--- config.mk ---
export PLATFORM = sky130hd
export DESIGN_NAME = platform_scheduler
export DESIGN_NICKNAME = d
export VERILOG_FILES = /design/src/rtl/platform_scheduler.sv
export SDC_FILE = /design/constraint.sdc
export NUM_CORES = 1
export LEC_CHECK = 0
export ABC_CLOCK_PERIOD_IN_PS = 7600
export CORE_ASPECT_RATIO = 0.5
export CORE_MARGIN = 5
export CORE_UTILIZATION = 50
export DETAILED_ROUTE_END_ITERATION = 6
export PLACE_DENSITY = 0.68
export SYNTH_ARGS = -nofsm -noshare
export SYNTH_HDL_FRONTEND = slang
export SYNTH_SLANG_ARGS = --single-unit
export TNS_END_PERCENT = 1
--- constraint.sdc ---
create_clock -name Clk -period 7.6 [get_ports Clk]
set_clock_uncertainty 0.2 [all_clocks]
set_input_delay 1.52 -clock Clk [delete_from_list [all_inputs] [get_ports Clk]]
set_output_delay 1.52 -clock Clk [all_outputs]
set_load 0.05 [all_outputs]
--- src/rtl/platform_scheduler.sv ---
`default_nettype none
// ============================================================================
// Module      : platform_scheduler
// Description : Owns the 16-slot platform position table. Initialises the
//               ladder, decides per frame whether the world scrolls, walks the
//               table one slot per clock applying the shift, and respawns
//               platforms that fall off the bottom at the top with a fresh X.
// Revision    : 1.0 - initial release
// ============================================================================
module platform_scheduler #(
    parameter  int NUM_PLAT    = 16,
    parameter  int SPACING     = 30,
    parameter  int SCROLL_LINE = 160,
    parameter  int MAX_SHIFT   = 8,
    parameter  int X_MIN       = 20,
    localparam int IDX_W       = $clog2(NUM_PLAT)
) (
    input  logic             Clk,
    input  logic             Reset,
    input  logic             frame_tick,
    input  logic             game_start,
    input  logic [9:0]       BallY,
    input  logic [9:0]       rand_val,
    input  logic [IDX_W-1:0] plat_idx_rd,
    output logic [9:0]       platX_rd,
    output logic [9:0]       platY_rd,
    output logic             busy,
    output logic             scroll_valid,
    output logic [9:0]       scroll_amt,
    output logic [15:0]      score
);

    localparam logic [9:0]       c_height = 10'(NUM_PLAT * SPACING);
    localparam logic [IDX_W-1:0] c_last   = IDX_W'(NUM_PLAT - 1);

    typedef enum logic [1:0] {
        S_INIT   = 2'd0,
        S_IDLE   = 2'd1,
        S_UPDATE = 2'd2,
        S_DONE   = 2'd3
    } state_t;

    state_t           r_state;
    logic [IDX_W-1:0] r_idx;
    logic [9:0]       r_x [NUM_PLAT];
    logic [9:0]       r_y [NUM_PLAT];
    logic [9:0]       r_shift;
    logic [9:0]       r_amt;
    logic [15:0]      r_score;
    logic             r_valid;
    logic             r_busy;

    logic [9:0] w_shift;
    logic [9:0] w_gap;
    logic [9:0] w_ny;
    logic       w_wrap;
    logic [9:0] w_new_x;
    logic [9:0] w_init_y;
    logic       w_unused_rand;

    // Only the low nine random bits select the respawn column.
    assign w_unused_rand = rand_val[9];

    // Scroll amount for the current ball row, clamped to the per-frame limit.
    assign w_gap   = 10'(SCROLL_LINE) - BallY;
    assign w_shift = (BallY < 10'(SCROLL_LINE))
                   ? ((w_gap > 10'(MAX_SHIFT)) ? 10'(MAX_SHIFT) : w_gap)
                   : 10'd0;

    // Per-slot update arithmetic; 479 + MAX_SHIFT still fits in 10 bits.
    assign w_ny     = r_y[r_idx] + r_shift;
    assign w_wrap   = (w_ny >= c_height);
    assign w_new_x  = 10'(X_MIN) + {1'b0, rand_val[8:0]};
    assign w_init_y = 10'(r_idx) * 10'(SPACING);

    // Asynchronous read port for the color mapper.
    assign platX_rd     = r_x[plat_idx_rd];
    assign platY_rd     = r_y[plat_idx_rd];
    assign busy         = r_busy;
    assign scroll_valid = r_valid;
    assign scroll_amt   = r_amt;
    assign score        = r_score;

    // Sequencer: table init, scroll decision, slot walk and completion pulse.
    always_ff @(posedge Clk or negedge Reset) begin
        if (!Reset) begin
            r_state <= S_INIT;
            r_idx   <= '0;
            r_shift <= '0;
            r_amt   <= '0;
            r_score <= '0;
            r_valid <= 1'b0;
            r_busy  <= 1'b1;
            for (int k = 0; k < NUM_PLAT; k++) begin
                r_x[k] <= '0;
                r_y[k] <= '0;
            end
        end else if (game_start) begin
            // Restart wins over everything, including a coincident frame tick.
            r_state <= S_INIT;
            r_idx   <= '0;
            r_score <= '0;
            r_valid <= 1'b0;
            r_busy  <= 1'b1;
        end else begin
            r_valid <= 1'b0;
            case (r_state)
                S_INIT: begin
                    r_x[r_idx] <= w_new_x;
                    r_y[r_idx] <= w_init_y;
                    if (r_idx == c_last) begin
                        r_idx   <= '0;
                        r_state <= S_IDLE;
                        r_busy  <= 1'b0;
                    end else begin
                        r_idx <= r_idx + IDX_W'(1);
                    end
                end
                S_IDLE: begin
                    if (frame_tick && (w_shift != 10'd0)) begin
                        r_shift <= w_shift;
                        r_idx   <= '0;
                        r_state <= S_UPDATE;
                        r_busy  <= 1'b1;
                    end
                end
                S_UPDATE: begin
                    if (w_wrap) begin
                        r_y[r_idx] <= w_ny - c_height;
                        r_x[r_idx] <= w_new_x;
                        if (r_score != 16'hFFFF) begin
                            r_score <= r_score + 16'd1;
                        end
                    end else begin
                        r_y[r_idx] <= w_ny;
                    end
                    if (r_idx == c_last) begin
                        r_idx   <= '0;
                        r_state <= S_DONE;
                        r_valid <= 1'b1;
                        r_amt   <= r_shift;
                    end else begin
                        r_idx <= r_idx + IDX_W'(1);
                    end
                end
                S_DONE: begin
                    r_state <= S_IDLE;
                    r_busy  <= 1'b0;
                end
                default: begin
                    r_state <= S_INIT;
                    r_idx   <= '0;
                    r_busy  <= 1'b1;
                end
            endcase
        end
    end

endmodule
`default_nettype wire
==> summary.md, run 1 <==
| Metric | Value |
|---|---|
| Synth cell types | `77` |
| Core Box Area | `~37000 µm²` |
| Unrepaired setup endpoints after global routing | `false` |
| R2R cell count | `12` |
| Clk Latency, worst-skew pair | `0.54 ns` |
| Yosys top cell by area | `dfrtp_1` |
| Clock Sinks | `364` |
| Hold EP | `r_x[108]` |
| R2r startpoint | `r_idx[1]` |
| Max Buffers Root-to-Sink | `3` |
| Total Routed Length | `50700 µm` |
| WS Path Type | `reg2reg` |
| Initial Util | `0.505` |
| Syn_area_per_cell | `11.6 µm²` |
| Hold Path Class | `reg2reg` |
| Worst-Margin Slew | `1.28 ns` |
| Initial antenna violation count | `0` |
| DPL Wire Length | `32700 µm` |
| CTS H-tree depth | `2` |
| Clk slew on worst S/H paths | `0.06 ns` |
| Port bufs | `between 70 and 80` |
| Vias per cell | `6.27` |
| Yosys top cell area share | `0.481` |
| Drt wl/cell | `23.4 µm` |
| Area Overhead vs Synth | `12.2%` |
| First drt pass iteration count | `6` |
| Worst slack, placed | `1.57 ns` |
| PostCTS Resize Cnt | `0` |
| I/O pin count | `76` |
| Async set-reset flop share out of synthesis | `1.00` |
| Seq/Total Area, Yosys | `0.483` |
| Pwr dens | `267 nW/µm²` |
| Leak | `9.17 nW` |
| Root Buffer | `clkbuf_16` |
| CTS Buf Count | `35` |
| Diode count | `0` |
| Largest net degree at the start of global routing | `130` |
| FF-to-FF setup slack | `1.57 ns` |
| Minimum clock period after layout | `approximately 6.0 ns` |
| Worst relative slew slack | `0.145` |
| Die Width | `about 280 µm` |
| Cells after DPL | `~2100` |
| Finished Layout Cells | `around 2200` |
| Die ar. | `~42000 µm²` |
| Worst R2R End | `r_y[86]` |
| Worst setup margin | `1.57 ns` |
| Mapped Area | `18900 µm²` |
| Max-cap check violation count | `0` |
| Setup bufs post-CTS | `0` |
| Ranking of synthesized cells by area | `dfrtp_1 (48%), mux4_2 (18%), o21ai_0 (5.5%), nand2_1 (5.3%), mux2_2 (2.5%)` |
| Antenna-violating nets left | `0` |
| Slew Limit Fails | `0` |
| Hold depth | `2` |
| Final Total Pwr | `5.66 mW` |
| Total Routing Usage GR | `0.246` |
| FMAX | `166 MHz` |
| Final #Nets | `about 1700` |
| Clock tree from TritonCTS | `yes` |
| Outcome | `completed` |
| Critical path peak fanout | `18` |
| Mapped Cells | `1621` |
| Required @ worst endpoint | `~8 ns` |
| Final setup fails | `0` |
| Global-route wire length before repair | `a little over 80000 µm` |
| Final GP Congestion | `about 0.86` |
| Synth warn | `0` |
| Net Count, Synth | `1690` |
| Final Util | `0.567` |
| Final hold violation count | `0` |
| Site Rows | `50` |
| Synthesized flop and latch total | `approximately 360` |
| VDD IR-drop max | `0.126 mV` |
| CTS Hold Bufs | `0` |
| Layout cells sized above 1 | `0.187` |
| Crit end category | `flip-flop` |
| Via count | `13602` |
| GRT Residual Overflow | `0` |
| CP startpoint kind | `flip-flop` |
| Initial DRC Count | `1257` |
| Synth Flop Type | `dfrtp_1` |
| Drt drc | `0` |
| Setup TNS | `0 ns` |
| Vias in the first global route | `roughly 14000` |
| Chip height | `147 µm` |
| Tcrit/Tclk final | `0.793` |
| Worst EP arrival | `6.19 ns` |
| EDFF count, synth | `0` |
| Hold_sp | `r_x[108]` |
==> per-layer routing <==
layer	part of all wire	wire length, µm	global-route usage	up-vias
li1	-	-	-	6000
met1	0.41	20600	0.328	6990
met2	0.49	24900	0.411	512
met3	0.076	3860	0.0521	100
met4	0.027	1350	0.0750	0
met5	0	0	0	-
==> worst max-delay path, cell delays in order (launching register included) <==
cell	delay [ns]
dfrtp_1	1.08
buf_4	0.42
mux4_2	0.36
mux4_2	0.54
fa_1	0.43
a21oi_1	0.24
o22a_1	0.23
nor3_1	0.08
a311oi_2	0.59
or3_4	0.35
o221ai_1	0.19
a2111oi_4	0.96
a21oi_1	0.16
==> worst max path at each step <==
stage	slack (ns)	to	from
global route	1.31	r_y[136]	r_idx[0]
floorplan	1.93	r_y[126]	r_idx[0]
global placement	1.58	platY_rd[8]	plat_idx_rd[0]
finish	1.57	r_y[86]	r_idx[1]
detailed placement	1.57	platX_rd[5]	plat_idx_rd[0]
CTS	1.56	platX_rd[5]	plat_idx_rd[0]
==> cells in the mapped netlist (3+ instances only) <==
| cell type | n |
|---|---|
| dfrtp_1 | 363 |
| a211oi_1 | 5 |
| nand2_1 | 265 |
| mux4_2 | 149 |
| mux2_2 | 42 |
| buf_4 | 3 |
| nand4_1 | 10 |
| clkbuf_1 | 80 |
| ha_1 | 35 |
| a21o_1 | 4 |
| buf_2 | 9 |
| o21ai_4 | 10 |
| o31ai_1 | 20 |
| nand3_1 | 22 |
| and3_1 | 20 |
| nor2b_1 | 10 |
| or4_1 | 3 |
| fa_1 | 6 |
| mux2_1 | 6 |
| a2111oi_1 | 3 |
| nor2_1 | 98 |
| a21oi_1 | 55 |
| and2_1 | 3 |
| o21ai_0 | 209 |
| xnor2_1 | 20 |
| inv_1 | 27 |
| nand2b_1 | 3 |
| a22o_1 | 4 |
| o21ai_2 | 7 |
| mux2i_1 | 6 |
| o22a_1 | 33 |
| xor2_1 | 4 |
| or3_1 | 5 |
| nor3_1 | 9 |
| buf_1 | 15 |
==> flip-flops by register name, summed over array words and instances, names as in the netlist <==
| name | flops |
|---|---|
| r_x | 160 |
| r_y | 160 |
| score | 16 |
| r_shift | 10 |
| scroll_amt | 10 |
| r_idx | 4 |
| r_state | 2 |
| busy | 1 |
| scroll_valid | 1 |
==> placed cells by master (no fill, tap or decap), types with 4 or more instances in the layout <==
cell type	instances
a211oi_1	5
a21o_1	4
a21oi_1	55
a22o_1	4
and3_1	20
buf_4	32
bufinv_16	4
clkbuf_1	11
clkbuf_16	37
clkdlybuf4s50_1	70
dfrtp_1	362
fa_1	6
ha_1	35
inv_1	27
mux2_1	6
mux2_2	42
mux2i_1	6
mux4_2	149
nand2_1	265
nand3_1	22
nand4_1	10
nor2_1	98
nor2b_1	10
nor3_1	9
o21ai_0	209
o21ai_2	7
o21ai_4	10
o22a_1	33
o31ai_1	20
or3_1	5
xnor2_1	20
==> stage by stage <==
stage,hold WS (ns),instance area [µm²]
after global routing,0.299,21200
final,0.276,21200
after CTS,0.279,21200
after detailed placement,0.265,20000
after floorplan,0.245,18900
after global placement,0.257,20000
==> cells by family after synthesis <==
kind of cell | share of synthesized area
mux | 0.210
xor+xnor | 0.0129
compound gates | 0.130
buf+inv | 0.0301
fa+ha+maj | 0.0296
flops | 0.483
simple gates | 0.105
==> cell type report <==
cell class	count	area (µm²)
multi-input combinational	1119	9220
clock inverter	8	145
fill	2961	16200
clock buffer	51	1010
inverter	27	101
timing repair buffer	105	981
tap	494	618
sequential	364	9110
==> where the power goes <==
group / leakage [nW] / internal (mW) / switching (mW)
clock: 0.555 / 1.06 / 0.741
sequential: 5.00 / 2.13 / 0.164
combinational: 3.62 / 0.593 / 0.969
total: 9.17 / 3.78 / 1.87
(Power assumes the default switching activity.)
==> run 2, diff against run 1 <==
--- a/config.mk
+++ b/config.mk
@@ -5,12 +5,12 @@
 export SDC_FILE = /design/constraint.sdc
 export NUM_CORES = 1
 export LEC_CHECK = 0
-export ABC_CLOCK_PERIOD_IN_PS = 7600
+export ABC_CLOCK_PERIOD_IN_PS = 5370
 export CORE_ASPECT_RATIO = 0.5
 export CORE_MARGIN = 5
 export CORE_UTILIZATION = 50
 export DETAILED_ROUTE_END_ITERATION = 6
-export PLACE_DENSITY = 0.68
+export PLACE_DENSITY = 0.7
 export SYNTH_ARGS = -nofsm -noshare
 export SYNTH_HDL_FRONTEND = slang
 export SYNTH_SLANG_ARGS = --single-unit
==> constraint.sdc (replaced) <==
create_clock -name Clk -period 5.37 [get_ports Clk]
set_clock_uncertainty 0.2 [all_clocks]
set_input_delay 1.074 -clock Clk [delete_from_list [all_inputs] [get_ports Clk]]
set_output_delay 1.074 -clock Clk [all_outputs]
set_load 0.05 [all_outputs]
==> summary.md, run 2 (same netlist as run 1, synthesis figures left out) <==
| Metric | Value |
|---|---|
| Final GP Congestion | `0.851 (-0.85%)` |
| WS Path Type | `reg2reg` |
| Vias in the first global route | `13453 (-4.7%)` |
| Largest net degree at the start of global routing | `116 (-11%)` |
| Diode count | `0 (unchanged)` |
| CTS Hold Bufs | `0 (unchanged)` |
| Unrepaired setup endpoints after global routing | `false` |
| DPL Wire Length | `31900 µm (-2.4%)` |
| Final hold violation count | `0 (unchanged)` |
| Root Buffer | `clkbuf_16` |
| Slew Limit Fails | `0 (unchanged)` |
| Via count | `13480 (-0.90%)` |
| Die Width | `285 µm (unchanged)` |
| Tcrit/Tclk final | `0.966 (+0.173)` |
| Worst slack, placed | `0.0858 ns (-1.48 ns)` |
| Commonest cells after routing, fill and taps aside | `dfrtp_1 (361), nand2_1 (265), o21ai_0 (209), mux4_2 (149), nor2_1 (98)` |
| Hold Path Class | `reg2reg` |
| Core Box Area | `37300 µm² (unchanged)` |
| Final hold slack | `0.276 ns (-0.000194 ns)` |
| Drt wl/cell | `21.9 µm (-6.2%)` |
| Commonest non-fill, non-tap cell in the layout | `dfrtp_1` |
| Worst-Margin Slew | `1.36 ns (+0.0764 ns)` |
| CTS H-tree depth | `2 (unchanged)` |
| Setup TNS | `0 ns (unchanged)` |
| FMAX | `193 MHz (+16%)` |
| Minimum clock period after layout | `5.19 ns (-0.837 ns)` |
| Initial DRC Count | `1271 (+1.1%)` |
| Crit-path leading delay family | `compound AO/OA/AOI/OAI gates` |
| Initial antenna violation count | `1 (+1)` |
| Port bufs | `74 (unchanged)` |
| CP startpoint kind | `flip-flop` |
| First drt pass iteration count | `6 (unchanged)` |
| Critical path peak fanout | `16 (-2)` |
| I/O pin count | `76 (unchanged)` |
| Die ar. | `42000 µm² (unchanged)` |
| Chip height | `147 µm (unchanged)` |
| CP max stage cell | `dfrtp_2` |
| Worst setup margin | `0.181 ns (-1.39 ns)` |
| Outcome | `completed` |
| Clk Latency, worst-skew pair | `0.54 ns (about the same)` |
| Total Routed Length | `48400 µm (-4.4%)` |
| CTS Buf Count | `36 (+2.9%)` |
| Leak | `9.46 nW (+3.1%)` |
| Site Rows | `50 (unchanged)` |
| Worst EP arrival | `5.39 ns (-0.80 ns)` |
| Drt drc | `0 (unchanged)` |
| Clock tree from TritonCTS | `yes` |
| Total Routing Usage GR | `0.233 (-0.0128)` |
| Area Overhead vs Synth | `14.6%` |
| Max-cap check violation count | `0 (unchanged)` |
| Global-route wire length before repair | `77200 µm (-4.6%)` |
| Max incr delay on CP | `0.59 ns (-0.49 ns)` |
| Layout cells sized above 1 | `0.217 (+0.0299)` |
| Required @ worst endpoint | `5.57 ns (-2.20 ns)` |
| VDD IR-drop max | `0.205 mV (+63%)` |
| Final setup fails | `0 (unchanged)` |
| Vias per cell | `6.10 (-2.7%)` |
| Worst relative slew slack | `0.0939 (-0.0511)` |
| GRT Residual Overflow | `0 (unchanged)` |
| Clock Sinks | `364 (unchanged)` |
| Max Buffers Root-to-Sink | `3 (unchanged)` |
| Initial Util | `0.505 (unchanged)` |
| Antenna-violating nets left | `0 (unchanged)` |
| Final Total Pwr | `8.24 mW (+46%)` |
| Pwr dens | `381 nW/µm² (+43%)` |
| Layout fillers | `2984 (+0.78%)` |
| Crit end category | `flip-flop` |
| Final #Nets | `1758 (+2.1%)` |
| Crit-path cells | `mux4_2 > mux4_2 > ha_1 > fa_1 > a21oi_1 > o22a_1 > nor3_1 > a311oi_2 > buf_4 > or3_4 > o221ai_1 > a2111oi_4 > buf_4 > a21oi_1` |
| Clk slew on worst S/H paths | `0.06 ns (about the same)` |
| Critical path buffer and inverter count | `2 (+1)` |
## run 2: changes by cell type in the layout (fill, tap and decap cells not counted), moves of 5 or more
cell / delta
buf_4: +35
clkbuf_1: -8
clkinv_2: +7
clkbuf_8: +5
buf_12: +7
clkdlybuf4s50_1: -7
## run 2: per-layer routing
| layer | vias up | GRT usage | wire length (µm) |
|---|---|---|---|
| met4 | 2 | 0.0613 | 1130 |
| met3 | 90 | 0.0496 | 3550 |
| li1 | 6093 | - | - |
| met2 | 464 | 0.365 | 22500 |
| met1 | 6831 | 0.337 | 21300 |
| met5 | - | 0 | 7 |
## run 2: what timing repair did
item / 4_1_cts / 5_1_grt
hold endpoints to repair: 0 / 0
resized for setup: 0 / 2
setup endpoints to repair: 0 / 40
setup buffers: 0 / 0
## run 2: area by class of cell
cell class	instances	area (µm²)	share of cell area
clock inverters	15	170	0.00787
well taps	494	618	0.0286
clock buffers	49	1070	0.0496
multi-input cells	1119	9230	0.427
flip-flops and latches	364	9110	0.421
inverters	27	101	0.00469
repair buffers	141	1330	0.0613
## run 2: stage by stage
step                      cells   util  instance area, µm²
final                      2209  0.579               21600
after detailed placement   2145  0.545               20400
after floorplan            1621      -               18900
after CTS                  2209  0.579               21600
after global placement     2145  0.545               20400
after global routing       2209  0.579               21600
## run 2: final timing paths
path | start | end | slack (ns) | cells past startpoint
min | r_x[9] | r_x[9] | 0.28 | 2
max reg2reg | r_idx[0] | r_y[146] | 0.18 | 14
max | r_idx[0] | r_y[146] | 0.18 | 14
min in group asynchronous | Reset | r_x[137] | 0.42 | 1
max in group asynchronous | Reset | r_x[112] | 3.50 | 2
min reg2reg | r_x[9] | r_x[9] | 0.28 | 2
## run 2: worst register-to-register path, delay by kind of cell, from the launching register on
family	cells	cell delay, ns
buffers and inverters	2	0.51
adders and majority gates	2	0.74
and+or+nand+nor	2	0.29
AOI/OAI and AO/OA	6	1.62
muxes	2	1.11
DFF	1	0.59
## run 2: power breakdown
| group | internal, mW | switching [mW] |
|---|---|---|
| Clock | 1.55 | 1.10 |
| Combinational | 0.958 | 1.40 |
| Sequential | 3.02 | 0.206 |
| Total | 5.53 | 2.71 |
